==> src/rtl/fwd_hazard_ctrl.sv <==
// EX-stage forwarding-select and load-use hazard control, driven by a shadow EX/MEM pipeline.
// Selects registered (valid while the consumer sits in EX); stall_if/bubble_ex combinational.
module fwd_hazard_ctrl #(
  parameter int REG_ADDR_W = 5,
  parameter int CNT_W      = 16
) (
  input  logic                  clk,
  input  logic                  rst_n,
  input  logic                  id_valid,
  input  logic [REG_ADDR_W-1:0] id_rs,
  input  logic [REG_ADDR_W-1:0] id_rt,
  input  logic                  id_uses_rs,
  input  logic                  id_uses_rt,
  input  logic [REG_ADDR_W-1:0] id_rd,
  input  logic                  id_regwrite,
  input  logic                  id_memread,
  input  logic                  mem_busy,
  input  logic                  flush,
  output logic [1:0]            fwd_a_sel,
  output logic [1:0]            fwd_b_sel,
  output logic                  stall_if,
  output logic                  bubble_ex,
  output logic [CNT_W-1:0]      stall_count
);

  typedef struct packed {
    logic                  valid;
    logic [REG_ADDR_W-1:0] rd;
    logic                  regwrite;
    logic                  memread;
  } ent_t;

  typedef enum logic {RUN, FREEZE} state_t;

  state_t                state_q, state_d;
  ent_t                  ex_q;
  // The WB destination feeds nothing here, so only the fields MEM forwarding needs are kept.
  logic                  mem_valid_q, mem_regwrite_q;
  logic [REG_ADDR_W-1:0] mem_rd_q;
  logic                  pending_q, pending_d;
  logic                  stall_c, bubble_c, adv, ld_id, kill, hazard;
  logic [1:0]            sel_a_c, sel_b_c;

  function automatic logic [1:0] fwd_sel(input logic [REG_ADDR_W-1:0] src);
    if (ex_q.valid && ex_q.regwrite && ex_q.rd != '0 && ex_q.rd == src)
      return 2'b01;
    else if (mem_valid_q && mem_regwrite_q && mem_rd_q != '0 && mem_rd_q == src)
      return 2'b10;
    else
      return 2'b00;
  endfunction

  assign kill   = flush | pending_q;
  assign hazard = id_valid & ex_q.valid & ex_q.memread & ex_q.regwrite & (ex_q.rd != '0) &
                  ((id_uses_rs & (ex_q.rd == id_rs)) | (id_uses_rt & (ex_q.rd == id_rt)));

  assign sel_a_c = id_uses_rs ? fwd_sel(id_rs) : 2'b00;
  assign sel_b_c = id_uses_rt ? fwd_sel(id_rt) : 2'b00;

  always_comb begin
    state_d   = state_q;
    pending_d = pending_q;
    stall_c   = 1'b0;
    bubble_c  = 1'b0;
    adv       = 1'b0;
    ld_id     = 1'b0;
    unique case (state_q)
      RUN:    if (mem_busy) state_d = FREEZE;
      FREEZE: if (!mem_busy) state_d = RUN;
      default: state_d = RUN;
    endcase
    // A FREEZE cycle with mem_busy released is handled exactly like RUN.
    if (mem_busy) begin
      stall_c = 1'b1;
      if (flush) pending_d = 1'b1;
    end else begin
      adv = 1'b1;
      if (kill) begin
        pending_d = 1'b0;
      end else if (hazard) begin
        stall_c  = 1'b1;
        bubble_c = 1'b1;
      end else begin
        ld_id = 1'b1;
      end
    end
  end

  assign stall_if  = rst_n & stall_c;
  assign bubble_ex = rst_n & bubble_c;

  always_ff @(posedge clk or negedge rst_n) begin
    if (!rst_n) begin
      state_q        <= RUN;
      ex_q           <= '0;
      mem_valid_q    <= 1'b0;
      mem_rd_q       <= '0;
      mem_regwrite_q <= 1'b0;
      pending_q      <= 1'b0;
      fwd_a_sel      <= 2'b00;
      fwd_b_sel      <= 2'b00;
      stall_count    <= '0;
    end else begin
      state_q   <= state_d;
      pending_q <= pending_d;
      if (adv) begin
        mem_valid_q    <= ex_q.valid;
        mem_rd_q       <= ex_q.rd;
        mem_regwrite_q <= ex_q.regwrite;
        if (ld_id) begin
          ex_q      <= '{valid: id_valid, rd: id_rd, regwrite: id_regwrite, memread: id_memread};
          fwd_a_sel <= id_valid ? sel_a_c : 2'b00;
          fwd_b_sel <= id_valid ? sel_b_c : 2'b00;
        end else begin
          ex_q      <= '0;
          fwd_a_sel <= 2'b00;
          fwd_b_sel <= 2'b00;
        end
      end
      if (stall_c && stall_count != {CNT_W{1'b1}})
        stall_count <= stall_count + 1'b1;
    end
  end

endmodule

==> config.mk <==
export PLATFORM = sky130hd
export DESIGN_NAME = fwd_hazard_ctrl
export DESIGN_NICKNAME = d
export VERILOG_FILES = /design/src/rtl/fwd_hazard_ctrl.sv
export SDC_FILE = /design/constraint.sdc
export NUM_CORES = 1
export LEC_CHECK = 0
export BUFFER_PORTS_ARGS = -buffer_cell sky130_fd_sc_hd__buf_2
export CORE_MARGIN = 2
export CORE_UTILIZATION = 50
export DETAILED_ROUTE_END_ITERATION = 12
export PLACE_DENSITY = 0.8
export SYNTH_ARGS = -nofsm -noshare
export SYNTH_HDL_FRONTEND = slang
export SYNTH_SLANG_ARGS = --single-unit
==> constraint.sdc <==
create_clock -name clk -period 2.1 [get_ports clk]
set_input_delay 0.42 -clock clk [delete_from_list [all_inputs] [get_ports clk]]
set_output_delay 0.42 -clock clk [all_outputs]
set_load 0.03 [all_outputs]
==> results.md <==
* Status: finished, violations left
* Failing checks: negative setup slack
* Core area at between 0.003 and 0.004 mm2
* Fin nets at approximately 260
* Fmax at approximately 460 MHz
* Mux share of post-synthesis cell area at 0.0489
* Syn_nets at a little under 200
* RSZ-0062 raised after global routing: yes
* Fin util at 0.670
* Worst VDD drop at 0.000696 V
* Compound-Gate Fraction of Synth Area at 0.0993
* Crit path DAT at 1.75 ns
* Final std cells w/o fill at about 280
* Synth top area cells: dfrtp_1 (49%), xnor2_1 (10%), xor2_1 (6.2%), nand3_1 (4.4%), mux2_2 (4.3%)
* Clock skew at 0.00997 ns
* CTS buffer count at 5
* Vias at between 1500 and 2000
* I/O pin count at 46
* Final Setup Violations at 2
* Overall Power at roughly 2.0 mW
* DRT iter0 DRCs at 47
* Starting Density at 0.510
* First-pass GRT wire length at about 7000 um
* Synth Area in Simple Gates at 0.169
* Sequential-to-total area share from yosys stat at 0.489
* H-tree lvl count at 2
* Synth-to-layout area growth at 31.3%
* Placed instance count at between 200 and 300
* Largest family of logic cells by synthesized area: simple AND/OR/NAND/NOR gates
* Type of the worst setup path: flip-flop to output pin
* Period minus WS final at around 2.2 ns
* # DRC at 0
* WL final at roughly 4200 um
* Yosys warning total at 0
* Yosys top cell by area: dfrtp_1
* #FFs+latches synth at 36
* Initial antenna violation count at 0
* Setup ws final at -0.0721 ns
* Fillers at around 280
* Die Area at roughly 0.0042 mm2
* Synth cell types at 33
* Routed Antenna Nets at 0
* Synth Area per Inst at approximately 11 um2
* Vias in the first global route at around 1500
* Place WS at approximately 0.075 ns
* Cells after Synth at between 150 and 200
* Adder-Cell Fraction of Synth Area at 0.00680
* Gpl congestion at 0.784
* Period utilization at 1.03
* PortBufs at 45
* Startpoint Class: flip-flop
* Hold Violations, Final at 0
* Total gr overflow at 0
* Leak Pwr at about 1.2 nW
* Worst-margin pin slew at roughly 0.46 ns
* Row count at 22
* Reg clk slew, reported paths at approximately 0.070 ns
* Post-DP HPWL at roughly 3000 um
* Crit-path max FO at 5
* Xor/xnor share of the synthesized area at 0.162
* Max cap viols at 0
* Worst slew margin at 0.692
* Worst-case clock buffer depth at 2
* Max-slew violation count at 0
* Die height at between 60 and 70 um
* Detailed Routing Iterations Pass 1 at 4
* Drt via density at roughly 5.4
* Crit end category: output pin
* Skew-Pair Late Insertion Delay at between 0.2 and 0.3 ns
* Largest net degree at the start of global routing at 28
* Top cell type's share of synthesized area at 0.489
* HP Class: input pin to flip-flop
* Share of cells above drive strength 1 at 0.416
* Final hold slack at 0.336 ns
* Pwr per Cell Area at between 800 and 900 mW/mm2
* CTS Sinks at 36
* Routed length per instance at between 15 and 20 um
* Clock Tree Root: clkbuf_8
* All-Layer GR Usage at 0.218
* N_diodes at 0
* Crit path required time at approximately 1.7 ns
* Mapped cell area at around 0.0018 mm2
* CTS tree: yes
* Die width at about 65 um
## synth_stat cells
| library cell | instances |
|---|---|
| dfrtp_1 | 36 |
| xnor2_1 | 21 |
| nand3_1 | 16 |
| xor2_1 | 13 |
| nand2_1 | 10 |
| nor3_1 | 9 |
| a22o_1 | 8 |
| mux2_2 | 7 |
| nor2_1 | 7 |
| inv_1 | 6 |
| nand4_1 | 4 |
| o21ai_1 | 4 |
| and3_1 | 3 |
| clkbuf_1 | 3 |
| and4_1 | 2 |
| nand4b_1 | 2 |
| nor2b_1 | 2 |
| nor4_1 | 2 |
| a21boi_2 | 1 |
| a21oi_1 | 1 |
| a21oi_2 | 1 |
| a21oi_4 | 1 |
| a31oi_1 | 1 |
| buf_6 | 1 |
| ha_1 | 1 |
| mux2_1 | 1 |
| nor4_2 | 1 |
| o211a_1 | 1 |
| o21a_1 | 1 |
| o21ai_0 | 1 |
| o22ai_2 | 1 |
| o311a_1 | 1 |
| or3_1 | 1 |
## final timing paths
kind | startpoint | end | slack, ns | cells past startpoint
max reg2reg | stall_count[0] | stall_count[3] | 0.12 | 8
max | ex_q[4] | stall_if | -0.07 | 6
min in group asynchronous | rst_n | stall_count[12] | 0.54 | 2
max in group asynchronous | rst_n | stall_count[0] | 0.90 | 3
min reg2reg | fwd_b_sel[0] | fwd_b_sel[0] | 0.49 | 2
min | id_rd[4] | ex_q[6] | 0.34 | 2
## registers in the layout (all words and copies together), names as in the netlist
| signal | count |
|---|---|
| stall_count | 16 |
| ex_q | 8 |
| mem_rd_q | 5 |
| fwd_a_sel | 2 |
| fwd_b_sel | 2 |
| mem_regwrite_q | 1 |
| mem_valid_q | 1 |
| pending_q | 1 |
## timing repair
action                     CTS  global route
setup endpoints to repair    2             4
pin swaps                    5             5
hold buffers                 1             0
hold endpoints to repair     9             0
resized for setup            8            16
setup buffers                4             1
## layout by cell type (no fill, tap or decap), types with 2 or more instances in the layout
master | Yosys | layout
buf_2 | 0 | 43
dfrtp_1 | 36 | 29
nand3_1 | 16 | 13
xor2_1 | 13 | 13
xnor2_1 | 21 | 12
buf_4 | 0 | 12
nand2_1 | 10 | 10
xnor2_2 | 0 | 9
nor3_1 | 9 | 8
a22o_1 | 8 | 8
nor2_1 | 7 | 7
mux2_2 | 7 | 7
dfrtp_2 | 0 | 7
inv_1 | 6 | 6
clkbuf_8 | 0 | 6
nand4_1 | 4 | 4
o21ai_1 | 4 | 4
nand3_2 | 0 | 3
and3_1 | 3 | 3
nor2b_1 | 2 | 2
and4_1 | 2 | 2
nor4_1 | 2 | 2
nand4b_1 | 2 | 2
## worst max-delay path: stages, from the launching register on
cell,delay [ns]
dfrtp_2,0.48
xnor2_2,0.16
nand3_2,0.14
o22ai_4,0.24
a31oi_2,0.13
nor2b_1,0.14
buf_4,0.17
## report_power, final
part	internal [mW]	total (mW)	switching (mW)	leakage [nW]
clock network	0.266	0.512	0.246	0.0445
logic	0.237	0.565	0.328	0.658
registers	0.788	0.893	0.104	0.450
## layer usage
layer	vias up	wire [um]	share of wire	track usage
met2	45	2180	0.51	0.368
met1	732	1790	0.42	0.259
met3	6	217	0.051	0.0642
met5	-	0	0	0
met4	0	60	0.014	0.0904
li1	721	-	-	-
## kinds of logic (layout without fill, tap and decap cells)
| group | Yosys count | count (layout) |
|---|---|---|
| DFF | 36 | 36 |
| and+or+nand+nor | 59 | 59 |
| adders and majority gates | 1 | 1 |
| buffers and inverters | 10 | 71 |
| xor gates and xnor gates | 34 | 34 |
| muxes | 8 | 8 |
| AOI/OAI and AO/OA | 22 | 22 |
## per-stage QoR
| step | setup TNS, ns | instance area [um2] |
|---|---|---|
| 4_1_cts | -0.0426 | 2310 |
| 3_3_place_gp | 0 | 2150 |
| 3_5_place_dp | 0 | 2150 |
| 5_1_grt | -0.302 | 2420 |
| 2_1_floorplan | 0 | 1840 |
| 6_report | -0.0973 | 2420 |
## layout make-up
type / count / area [um2] / area share
timing repair buffer: 57 / 327 / 0.135
multi-input combinational: 124 / 1000 / 0.416
tap: 48 / 60.1 / 0.0248
sequential: 36 / 910 / 0.376
clock inverter: 1 / 7.51 / 0.00311
inverter: 6 / 22.5 / 0.00932
clock buffer: 7 / 86.3 / 0.0357
No activity file was read; power rests on OpenSTA's default activity.
